$ cat src/rtl/cdb_arbiter.sv
// CDB arbiter: per-source result FIFOs, round-robin grant onto one registered broadcast bus.
// Latency >=1 cycle from accept to broadcast; a source's ready drops when its FIFO is full or rdy_in is low.

module cdb_fifo #(
    parameter int W     = 36,
    parameter int DEPTH = 2,
    parameter int AW    = $clog2(DEPTH)
) (
    input  logic          clk_in,
    input  logic          rst_in,
    input  logic          i_clr,
    input  logic          i_push,
    input  logic [W-1:0]  i_wr_dat,
    input  logic          i_pop,
    output logic [W-1:0]  o_head_dat,
    output logic [AW:0]   o_count
);
    logic [W-1:0]  r_mem [DEPTH];
    logic [AW-1:0] r_wr_ptr;
    logic [AW-1:0] r_rd_ptr;
    logic [AW:0]   r_count;

    // Pointers are AW bits wide, so wrapping modulo DEPTH is free for a power-of-2 depth.
    always_ff @(posedge clk_in or posedge rst_in) begin
        if (rst_in) begin
            r_wr_ptr <= '0;
            r_rd_ptr <= '0;
            r_count  <= '0;
        end else if (i_clr) begin
            r_wr_ptr <= '0;
            r_rd_ptr <= '0;
            r_count  <= '0;
        end else begin
            if (i_push) r_wr_ptr <= r_wr_ptr + 1'b1;
            if (i_pop)  r_rd_ptr <= r_rd_ptr + 1'b1;
            case ({i_push, i_pop})
                2'b10:   r_count <= r_count + 1'b1;
                2'b01:   r_count <= r_count - 1'b1;
                default: r_count <= r_count;
            endcase
        end
    end

    always_ff @(posedge clk_in) begin
        if (i_push) r_mem[r_wr_ptr] <= i_wr_dat;
    end

    assign o_head_dat = r_mem[r_rd_ptr];
    assign o_count    = r_count;
endmodule

module cdb_arbiter #(
    parameter int DATA_W     = 32,
    parameter int ROB_IDX_W  = 4,
    parameter int FIFO_DEPTH = 2
) (
    input  logic                 clk_in,
    input  logic                 rst_in,
    input  logic                 rdy_in,
    input  logic                 clr_in,
    input  logic                 alu_req_valid,
    output logic                 alu_req_ready,
    input  logic [ROB_IDX_W-1:0] alu_req_rob_index,
    input  logic [DATA_W-1:0]    alu_req_data,
    input  logic                 lsb_req_valid,
    output logic                 lsb_req_ready,
    input  logic [ROB_IDX_W-1:0] lsb_req_rob_index,
    input  logic [DATA_W-1:0]    lsb_req_data,
    output logic                 cdb_valid,
    output logic [ROB_IDX_W-1:0] cdb_rob_index,
    output logic [DATA_W-1:0]    cdb_data,
    output logic                 cdb_src
);
    localparam int AW = $clog2(FIFO_DEPTH);
    localparam int EW = ROB_IDX_W + DATA_W;
    localparam logic [AW:0] FULL_CNT = FIFO_DEPTH[AW:0];

    logic [AW:0]   w_alu_cnt, w_lsb_cnt;
    logic [EW-1:0] w_alu_head, w_lsb_head, w_head;
    logic          w_run, w_alu_push, w_lsb_push, w_alu_pop, w_lsb_pop;
    logic          w_alu_ne, w_lsb_ne, w_grant_vld, w_grant_src;

    logic                 r_cdb_vld;
    logic [ROB_IDX_W-1:0] r_cdb_rob;
    logic [DATA_W-1:0]    r_cdb_dat;
    logic                 r_cdb_src;
    logic                 r_last_grant;

    assign alu_req_ready = rdy_in && (w_alu_cnt < FULL_CNT);
    assign lsb_req_ready = rdy_in && (w_lsb_cnt < FULL_CNT);

    assign w_run      = rdy_in && !clr_in;
    assign w_alu_push = w_run && alu_req_valid && alu_req_ready;
    assign w_lsb_push = w_run && lsb_req_valid && lsb_req_ready;

    assign w_alu_ne    = (w_alu_cnt != '0);
    assign w_lsb_ne    = (w_lsb_cnt != '0);
    assign w_grant_vld = w_run && (w_alu_ne || w_lsb_ne);
    // On a tie the source that did not win last time gets the bus; otherwise whichever is non-empty.
    assign w_grant_src = (w_alu_ne && w_lsb_ne) ? ~r_last_grant : w_lsb_ne;
    assign w_alu_pop   = w_grant_vld && !w_grant_src;
    assign w_lsb_pop   = w_grant_vld &&  w_grant_src;
    assign w_head      = w_grant_src ? w_lsb_head : w_alu_head;

    cdb_fifo #(.W(EW), .DEPTH(FIFO_DEPTH)) u_alu_fifo (
        .clk_in     (clk_in),
        .rst_in     (rst_in),
        .i_clr      (clr_in),
        .i_push     (w_alu_push),
        .i_wr_dat   ({alu_req_rob_index, alu_req_data}),
        .i_pop      (w_alu_pop),
        .o_head_dat (w_alu_head),
        .o_count    (w_alu_cnt)
    );

    cdb_fifo #(.W(EW), .DEPTH(FIFO_DEPTH)) u_lsb_fifo (
        .clk_in     (clk_in),
        .rst_in     (rst_in),
        .i_clr      (clr_in),
        .i_push     (w_lsb_push),
        .i_wr_dat   ({lsb_req_rob_index, lsb_req_data}),
        .i_pop      (w_lsb_pop),
        .o_head_dat (w_lsb_head),
        .o_count    (w_lsb_cnt)
    );

    always_ff @(posedge clk_in or posedge rst_in) begin
        if (rst_in) begin
            r_cdb_vld    <= 1'b0;
            r_cdb_rob    <= '0;
            r_cdb_dat    <= '0;
            r_cdb_src    <= 1'b0;
            r_last_grant <= 1'b1;
        end else if (clr_in) begin
            r_cdb_vld    <= 1'b0;
            r_cdb_rob    <= '0;
            r_cdb_dat    <= '0;
            r_cdb_src    <= 1'b0;
            r_last_grant <= 1'b1;
        end else if (rdy_in) begin
            r_cdb_vld <= w_grant_vld;
            if (w_grant_vld) begin
                r_cdb_rob <= w_head[EW-1:DATA_W];
                r_cdb_dat <= w_head[DATA_W-1:0];
                r_cdb_src <= w_grant_src;
            end
            if (w_alu_ne && w_lsb_ne) r_last_grant <= w_grant_src;
        end
    end

    assign cdb_valid     = r_cdb_vld;
    assign cdb_rob_index = r_cdb_rob;
    assign cdb_data      = r_cdb_dat;
    assign cdb_src       = r_cdb_src;
endmodule

$ cat config.mk
export PLATFORM = sky130hd
export DESIGN_NAME = cdb_arbiter
export DESIGN_NICKNAME = d
export VERILOG_FILES = /design/src/rtl/cdb_arbiter.sv
export SDC_FILE = /design/constraint.sdc
export NUM_CORES = 1
export LEC_CHECK = 0
export ABC_AREA = 1
export CORE_ASPECT_RATIO = 0.75
export CORE_MARGIN = 3
export CORE_UTILIZATION = 59
export CTS_CLUSTER_DIAMETER = 40
export DETAILED_ROUTE_END_ITERATION = 6
export PLACE_DENSITY = 0.89
export SLEW_MARGIN = 10
export SYNTH_ARGS = -nofsm -noshare
export SYNTH_HDL_FRONTEND = slang
export SYNTH_HIERARCHICAL = 1
export SYNTH_SLANG_ARGS = --single-unit
$ cat constraint.sdc
create_clock -name clk_in -period 5.8 [get_ports clk_in]
set_input_delay 0.87 -clock clk_in [delete_from_list [all_inputs] [get_ports clk_in]]
set_output_delay 0.87 -clock clk_in [all_outputs]
set_load 0.03 [all_outputs]
==> impl_metrics.env, run 1 <==
export IMPL_vias_per_cell=5.70
export IMPL_endpoint_kind="register"
export IMPL_placed_cell_area_um2=9350
export IMPL_syn_area_um2=8140
export IMPL_maxSlewViolCount=0
export IMPL_fin_area_um2=9980
export IMPL_power_density_nw_per_um2=345
export IMPL_layout_common_cells="144 x edfxtp_1, 118 x nand3_1, 117 x clkdlybuf4s50_1"
export IMPL_ys_types=22
export IMPL_clk_insertion_delay_late_ns=0.42
export IMPL_fmax_mhz=261
export IMPL_rrSetupSlack_ns=3.03
export IMPL_first_iter_violations=487
export IMPL_port_buffers=117
export IMPL_final_setup_skew_ns=0.00995
export IMPL_hold_path_class="reg -> reg"
export IMPL_final_common_cell="edfxtp_1"
export IMPL_die_y_um=108
export IMPL_cts_setup_buffers=0
export IMPL_slew_limit_headroom_pct=24.4
export IMPL_top_usage_layer="met2"
export IMPL_p_leak_nw=4.18
export IMPL_start_kind="input pin"
export IMPL_critical_path_arrival_ns=3.87
export IMPL_met1_usage_pct=29.8
export IMPL_grt_max_degree=42
export IMPL_antenna_cells=0
export IMPL_syn_nets=713
export IMPL_clock_path_buffers=2
export IMPL_rsz0062_at_grt="no"
export IMPL_core_um2=13200
export IMPL_grt_usage_pct=23.5
export IMPL_wire_per_inst_um=19.1
export IMPL_place_congestion=0.880
export IMPL_yosysSeqAreaShare_pct=67.6
export IMPL_finalPower_mw=3.45
export IMPL_path_class="in -> reg"
export IMPL_postRouteAntennaNets=0
export IMPL_met2_usage_pct=40.2
export IMPL_ys_ff_latch=191
export IMPL_cts_num_sinks=191
export IMPL_die_area_um2=15200
export IMPL_hpwlAfterDp_um=11700
export IMPL_postSynth_asyncResetShare_pct=24.6
export IMPL_boundaryPins=118
export IMPL_dr_pass1_iters=5
export IMPL_tns_ns=0
export IMPL_finalWirelength_um=17700
export IMPL_synth_ff_type="edfxtp_1"
export IMPL_antenna_found_initial=0
export IMPL_cts_root_buf="clkbuf_16"
export IMPL_clkTransAtPathRegs_ns=0.07
export IMPL_holdWs_ns=0.504
export IMPL_syn_instance_count=635
export IMPL_placement_rows=36
export IMPL_vias=5288
export IMPL_cts_max_level=4
export IMPL_drc=0
export IMPL_avgSynthCellArea_um2=12.8
export IMPL_synth_edf_count=144
export IMPL_vdd_drop_max_mv=0.268
export IMPL_report_final_hold_viol_count=0
export IMPL_setup_violations=0
export IMPL_grt_remaining_overflow=0
export IMPL_area_growth_pct=22.6
export IMPL_die_x_um=142
export IMPL_yosysWarnings=6
export IMPL_drv_cap=0
export IMPL_tightest_slew_ns=1.13
export IMPL_path_max_fanout=40
export IMPL_ctsHoldBuffers=0
export IMPL_first_global_vias=5387
export IMPL_cp_required_ns=5.84
export IMPL_status="finished clean"
export IMPL_tritoncts="yes"
export IMPL_grt_first_pass_wirelength_um=27300
export IMPL_period_minus_slack_ns=3.83
export IMPL_grt_use_met3_pct=5.42
export IMPL_cts_resized=0
export IMPL_start_util_pct=61.4
export IMPL_drive_above_1_share_pct=15.9
export IMPL_numCtsBuffers=17
export IMPL_period_share_pct=66.0
export IMPL_fin_nets=822
## synth_stat cells (all sizes together) (2+ instances only)
library cell | count | area share [%]
clkbuf | 5 | 0.23
buf | 26 | 2.5
dfrtp | 46 | 14
edfxtp | 144 | 53
inv | 96 | 4.5
a21oi | 3 | 0.18
nor2 | 11 | 0.54
mux2 | 72 | 12
nand4 | 5 | 0.38
nand3 | 118 | 7.3
nor3b | 2 | 0.18
nand2 | 100 | 4.6
o21ai | 6 | 0.37
## power by group
part           internal [mW]  total, mW  switching (mW)
Clock                  0.699       1.24           0.537
Combinational          0.243      0.582           0.340
Sequential              1.55       1.63          0.0790
## logic make-up (layout without fill, tap and decap cells)
| kind of cell | Yosys count | after routing | synth area share, % |
|---|---|---|---|
| muxes | 72 | 72 | 11.6 |
| AOI/OAI and AO/OA | 9 | 9 | 0.554 |
| DFF | 191 | 191 | 67.6 |
| and+or+nand+nor | 236 | 236 | 13.0 |
| buffers and inverters | 127 | 249 | 7.18 |
## routing by layer
metal	wire [µm]	share of wire (%)
met2	9000	51
met4	444	2.5
met5	0	0
met3	1530	8.6
met1	6720	38
## metrics by stage
step	setup WS (ns)	instances	utilization, %
2_1_floorplan	2.35	635	-
3_3_place_gp	1.90	896	70.6
3_5_place_dp	1.62	896	70.6
4_1_cts	2.06	928	75.3
5_1_grt	1.80	928	75.3
6_report	1.97	928	75.3
## final cells by class
type                       count  area (µm²)
clock buffer                  18         429
clock inverter                14         195
fill                         806        3270
inverter                      96         363
multi-input combinational    317        2070
sequential                   191        5500
tap                          171         214
timing repair buffer         121        1200
## critical path, stage by stage
cell	delay, ns
clkdlybuf4s50_1	0.45
inv_2	0.54
nand2_1	0.28
nor3b_1	0.60
inv_1	0.21
nor2_4	0.90
## registers in the layout, summed over array words and instances (netlist names), 2 cells and up
name / flops
cdb_data: 32
u_lsb_fifo/r_mem: 72
u_lsb_fifo/o_count: 2
cdb_rob_index: 4
u_alu_fifo/r_mem: 72
u_alu_fifo/o_count: 2
## worst paths after layout
check                                             startpoint                           endpoint  cells past startpoint
setup / recovery                                      clr_in   u_alu_fifo/r_mem[0][2]$_DFFE_PP_                      6
hold / removal                      r_last_grant$_DFFE_PP1P_           r_last_grant$_DFFE_PP1P_                      2
setup reg to reg           u_lsb_fifo/o_count[1]$_DFFE_PP0P_  u_lsb_fifo/o_count[1]$_DFFE_PP0P_                     11
hold reg to reg                     r_last_grant$_DFFE_PP1P_           r_last_grant$_DFFE_PP1P_                      2
max in group asynchronous                             rst_in           r_last_grant$_DFFE_PP1P_                      3
min in group asynchronous                             rst_in  u_alu_fifo/o_count[0]$_DFFE_PP0P_                      2
Note: power is estimated with default switching activity, not from simulation.
==> inputs of run 2 (changes only) <==
--- a/config.mk
+++ b/config.mk
@@ -8,10 +8,10 @@
 export ABC_AREA = 1
 export CORE_ASPECT_RATIO = 0.75
 export CORE_MARGIN = 3
-export CORE_UTILIZATION = 59
+export CORE_UTILIZATION = 54
 export CTS_CLUSTER_DIAMETER = 40
 export DETAILED_ROUTE_END_ITERATION = 6
-export PLACE_DENSITY = 0.89
+export PLACE_DENSITY = 0.82
 export SLEW_MARGIN = 10
 export SYNTH_ARGS = -nofsm -noshare
 export SYNTH_HDL_FRONTEND = slang
==> constraint.sdc (replaced) <==
create_clock -name clk_in -period 3.8 [get_ports clk_in]
set_input_delay 0.57 -clock clk_in [delete_from_list [all_inputs] [get_ports clk_in]]
set_output_delay 0.57 -clock clk_in [all_outputs]
set_load 0.03 [all_outputs]
==> impl_metrics.env, run 2 (synthesized netlist as in run 1, its figures left out) <==
export IMPL_path_max_fanout=24
export IMPL_start_util_pct=55.7
export IMPL_path_class="in -> reg"
export IMPL_die_x_um=148
export IMPL_ctsHoldBuffers=0
export IMPL_drv_cap=0
export IMPL_r2r_start="u_alu_fifo/o_count[1]$_DFFE_PP0P_"
export IMPL_reg2regPathDepth=10
export IMPL_tns_ns=0
export IMPL_vias_per_cell=5.50
export IMPL_first_iter_violations=403
export IMPL_port_buffers=117
export IMPL_multi_input_area_um2=2070
export IMPL_antenna_cells=0
export IMPL_core_um2=14600
export IMPL_seq_area_um2=5500
export IMPL_drc=0
export IMPL_status="finished clean"
export IMPL_tritoncts="yes"
export IMPL_place_congestion=0.877
export IMPL_fill_cells=994
export IMPL_clock_path_buffers=2
export IMPL_boundaryPins=118
export IMPL_drive_above_1_share_pct=15.7
export IMPL_wire_per_inst_um=18.1
export IMPL_first_global_vias=5362
export IMPL_cts_num_sinks=191
export IMPL_power_density_nw_per_um2=517
export IMPL_period_share_pct=68.5
export IMPL_final_common_cell="edfxtp_1"
export IMPL_cts_max_level=4
export IMPL_antenna_found_initial=0
export IMPL_finalWirelength_um=17500
export IMPL_vdd_drop_max_mv=0.330
export IMPL_clk_insertion_delay_late_ns=0.42
export IMPL_holdWs_ns=0.427
export IMPL_rsz0062_at_grt="no"
export IMPL_cts_root_buf="clkbuf_16"
export IMPL_setup_violations=0
export IMPL_period_minus_slack_ns=2.60
export IMPL_layout_common_cells="144 x edfxtp_1, 118 x nand3_1, 117 x clkdlybuf4s50_1"
export IMPL_maxSlewViolCount=0
export IMPL_layout_cells_non_filler=963
export IMPL_area_growth_pct=23.6
export IMPL_final_setup_skew_ns=0.00658
export IMPL_die_y_um=112
export IMPL_grt_first_pass_wirelength_um=27400
export IMPL_numCtsBuffers=17
export IMPL_report_final_hold_viol_count=0
export IMPL_clkTransAtPathRegs_ns=0.07
export IMPL_fin_nets=828
export IMPL_fmax_mhz=384
export IMPL_die_area_um2=16600
export IMPL_hold_path_class="in -> async"
export IMPL_vias=5294
export IMPL_dr_pass1_iters=6
export IMPL_p_leak_nw=4.20
export IMPL_cts_resized=0
export IMPL_slew_limit_headroom_pct=31.1
export IMPL_tightest_slew_ns=1.03
export IMPL_place_inst=931
export IMPL_r2r_end="u_alu_fifo/o_count[1]$_DFFE_PP0P_"
export IMPL_rrSetupSlack_ns=1.50
export IMPL_cp_required_ns=3.93
export IMPL_endpoint_kind="register"
export IMPL_cts_setup_buffers=0
export IMPL_hpwlAfterDp_um=11900
export IMPL_grt_usage_pct=21.5
export IMPL_start_kind="input pin"
export IMPL_postRouteAntennaNets=0
export IMPL_critical_path_arrival_ns=2.73
export IMPL_placement_rows=38
export IMPL_grt_max_degree=41
export IMPL_grt_remaining_overflow=0
run 2: cell types whose count changed in the layout (fill, tap and decap cells not counted), sizes merged:
| cell | previous run | this run |
|---|---|---|
| bufinv | 3 | 4 |
| buf | 4 | 10 |
| inv | 105 | 97 |
| clkbuf | 18 | 20 |
| clkinv | 1 | 6 |
run 2: area by class of cell:
class,instances,share of cell area (%)
multi-input combinational,317,20.6
timing repair buffer,127,12.5
clock buffer,20,4.44
tap,200,2.49
inverter,96,3.61
sequential,191,54.7
clock inverter,12,1.64
run 2: worst max path at each step:
stage	start	end
after CTS	rdy_in	lsb_req_ready
after global routing	rdy_in	u_alu_fifo/r_mem[1][28]$_DFFE_PP_
after global placement	rdy_in	u_alu_fifo/r_mem[1][25]$_DFFE_PP_
final	rdy_in	u_alu_fifo/r_mem[1][28]$_DFFE_PP_
after detailed placement	rdy_in	u_alu_fifo/r_mem[1][29]$_DFFE_PP_
after floorplan	clr_in	u_alu_fifo/r_mem[0][0]$_DFFE_PP_
run 2: report_power, final:
group	internal (mW)	switching, mW	leakage, nW	total, mW
Combinational	0.376	0.513	1.98	0.889
Sequential	2.37	0.116	1.93	2.48
Clock	1.11	0.714	0.295	1.82
Total	3.85	1.34	4.20	5.20
run 2: per-stage QoR:
stage	total power [mW]	util (%)	setup slack (ns)	area, µm²
floorplan	3.06	-	0.651	8140
CTS	5.22	68.9	1.26	10100
global route	5.39	68.9	1.04	10100
global placement	3.37	64.7	0.906	9440
finish	5.20	68.9	1.20	10100
detailed placement	3.40	64.7	0.838	9440
run 2: metal layers:
layer	vias to the layer above	track usage [%]	share of wire [%]
li1	2394	-	-
met1	2597	28.0	40
met2	278	35.7	50
met3	25	6.01	8.3
met4	0	6.58	1.6
met5	-	0	0
run 2: worst max-delay path: stages:
cell             delay, ns
clkdlybuf4s50_1       0.53
nand2_1               0.15
nor3b_1               0.60
nand2_1               0.11
inv_1                 0.49
buf_12                0.26
==> inputs of run 3 (changes only) <==
--- a/config.mk
+++ b/config.mk
@@ -8,10 +8,10 @@
 export ABC_AREA = 1
 export CORE_ASPECT_RATIO = 0.75
 export CORE_MARGIN = 3
-export CORE_UTILIZATION = 54
+export CORE_UTILIZATION = 49
 export CTS_CLUSTER_DIAMETER = 40
 export DETAILED_ROUTE_END_ITERATION = 6
-export PLACE_DENSITY = 0.82
+export PLACE_DENSITY = 0.79
 export SLEW_MARGIN = 10
 export SYNTH_ARGS = -nofsm -noshare
 export SYNTH_HDL_FRONTEND = slang
==> constraint.sdc (replaced) <==
create_clock -name clk_in -period 2.16 [get_ports clk_in]
set_input_delay 0.324 -clock clk_in [delete_from_list [all_inputs] [get_ports clk_in]]
set_output_delay 0.324 -clock clk_in [all_outputs]
set_load 0.03 [all_outputs]
==> impl_metrics.env, run 3 (synthesized netlist as in run 1, its figures left out) <==
export IMPL_fin_area_um2=10300
export IMPL_antenna_cells=0
export IMPL_cp_slowest_cell="clkdlybuf4s50_1"
export IMPL_seqPwrFrac_pct=47.3
export IMPL_cts_setup_buffers=0
export IMPL_cp_top_family="buffers and inverters"
export IMPL_maxSlewViolCount=0
export IMPL_core_um2=16100
export IMPL_first_iter_violations=379
export IMPL_holdWs_ns=0.181
export IMPL_clock_path_buffers=2
export IMPL_critical_path_arrival_ns=1.55
export IMPL_cts_max_level=4
export IMPL_fin_nets=842
export IMPL_finalWirelength_um=17200
export IMPL_tns_ns=0
export IMPL_fmax_mhz=533
export IMPL_vdd_drop_max_mv=0.553
export IMPL_setup_violations=0
export IMPL_p_leak_nw=4.30
export IMPL_final_setup_skew_ns=0.00686
export IMPL_start_kind="register"
export IMPL_antenna_found_initial=0
export IMPL_port_buffers=117
export IMPL_start_util_pct=50.5
export IMPL_period_minus_slack_ns=1.87
export IMPL_cts_num_sinks=191
export IMPL_p_sw_share_pct=27.3
export IMPL_cp_required_ns=1.84
export IMPL_dr_pass1_iters=5
export IMPL_grt_first_pass_wirelength_um=27600
export IMPL_vias=5226
export IMPL_cts_resized=0
export IMPL_die_area_um2=18200
export IMPL_drive_above_1_share_pct=18.2
export IMPL_placed_cell_area_um2=9680
export IMPL_drv_cap=0
export IMPL_report_final_hold_viol_count=0
export IMPL_postRouteAntennaNets=0
export IMPL_die_y_um=118
export IMPL_clk_insertion_delay_late_ns=0.43
export IMPL_path_max_fanout=2
export IMPL_path_class="reg -> out"
export IMPL_pwr_share_clk_pct=34.5
export IMPL_die_x_um=155
export IMPL_rsz0062_at_grt="no"
export IMPL_endpoint_kind="primary output"
export IMPL_cts_root_buf="clkbuf_16"
export IMPL_slowest_delay_ns=0.70
export IMPL_drc=0
export IMPL_ctsHoldBuffers=0
export IMPL_hpwlAfterDp_um=12200
export IMPL_p_int_mw=6.62
export IMPL_p_sw_mw=2.49
export IMPL_hold_path_class="in -> async"
export IMPL_grt_remaining_overflow=0
export IMPL_tritoncts="yes"
export IMPL_grt_max_degree=40
export IMPL_layout_common_cells="144 x edfxtp_1, 118 x nand3_1, 115 x clkdlybuf4s50_1"
export IMPL_power_density_nw_per_um2=885
export IMPL_worstPathCellList="clkdlybuf4s50_1"
export IMPL_critPathBufInv=1
export IMPL_tightest_slew_ns=0.443
export IMPL_first_global_vias=5664
export IMPL_pwr_share_comb_pct=18.2
export IMPL_period_share_pct=86.8
export IMPL_slew_limit_headroom_pct=70.5
export IMPL_clkTransAtPathRegs_ns=0.07
export IMPL_numCtsBuffers=17
export IMPL_status="finished clean"
export IMPL_final_common_cell="edfxtp_1"
export IMPL_place_congestion=0.866
export IMPL_boundaryPins=118
export IMPL_grt_usage_pct=19.4
export IMPL_placement_rows=40
export IMPL_area_growth_pct=26.4
export IMPL_fill_cells=1161
export IMPL_wire_per_inst_um=17.4
export IMPL_finalPower_mw=9.10
export IMPL_vias_per_cell=5.30
run 3: final timing paths:
check / start / end / slack (ns) / depth (start not counted)
max in group asynchronous: rst_in / r_last_grant$_DFFE_PP1P_ / 1.53 / 3
setup / recovery: cdb_data[13]$_DFFE_PP0P_ / cdb_data[13] / 0.29 / 1
min in group clk_in: lsb_req_data[12] / u_lsb_fifo/r_mem[1][12]$_DFFE_PP_ / 0.48 / 1
hold reg to reg: r_last_grant$_DFFE_PP1P_ / r_last_grant$_DFFE_PP1P_ / 0.51 / 2
hold / removal: rst_in / u_lsb_fifo/r_rd_ptr$_DFFE_PP0P_ / 0.18 / 2
setup reg to reg: u_lsb_fifo/o_count[1]$_DFFE_PP0P_ / u_lsb_fifo/o_count[1]$_DFFE_PP0P_ / 0.36 / 11
run 3: worst register-to-register path: stages, from the launching register on:
cell,delay [ns]
dfrtp_1,0.44
nor2_2,0.09
inv_2,0.23
nand2_1,0.15
nor2_1,0.25
inv_1,0.12
nand2_1,0.14
inv_1,0.05
nand2_1,0.07
nand2_1,0.06
nand2_1,0.05
nand2_1,0.05
run 3: power groups by stage:
stage | combinational [mW] | clock [mW] | sequential [mW]
after detailed placement | 1.65 | 0 | 4.37
after CTS | 1.67 | 3.19 | 4.30
final | 1.66 | 3.14 | 4.31
after global placement | 1.60 | 0 | 4.37
after global routing | 1.80 | 3.35 | 4.32
after floorplan | 0.825 | 0 | 4.56
run 3: per-layer routing:
layer / up-vias / global-route usage, % / routed length, µm
li1: 2430 / - / -
met3: 38 / 4.37 / 1180
met5: - / 0 / 0
met4: 0 / 6.45 / 412
met2: 202 / 34.1 / 8800
met1: 2556 / 23.7 / 6760
run 3: cell type report:
class	instances	area [µm²]	area share, %
Clock inverter	14	175	1.70
Multi-Input combinational cell	317	2070	20.1
Clock buffer	17	425	4.14
Tap cell	210	263	2.56
Inverter	96	363	3.53
Sequential cell	191	5500	53.5
Timing Repair Buffer	141	1480	14.4
run 3: metrics by stage:
step                      util [%]  worst slack (ns)  cells
after floorplan                  -             0.104    635
after global placement        60.1             0.110    955
after detailed placement      60.1            0.0718    955
after CTS                     63.8             0.291    986
after global routing          63.8             0.162    986
final                         63.8             0.285    986
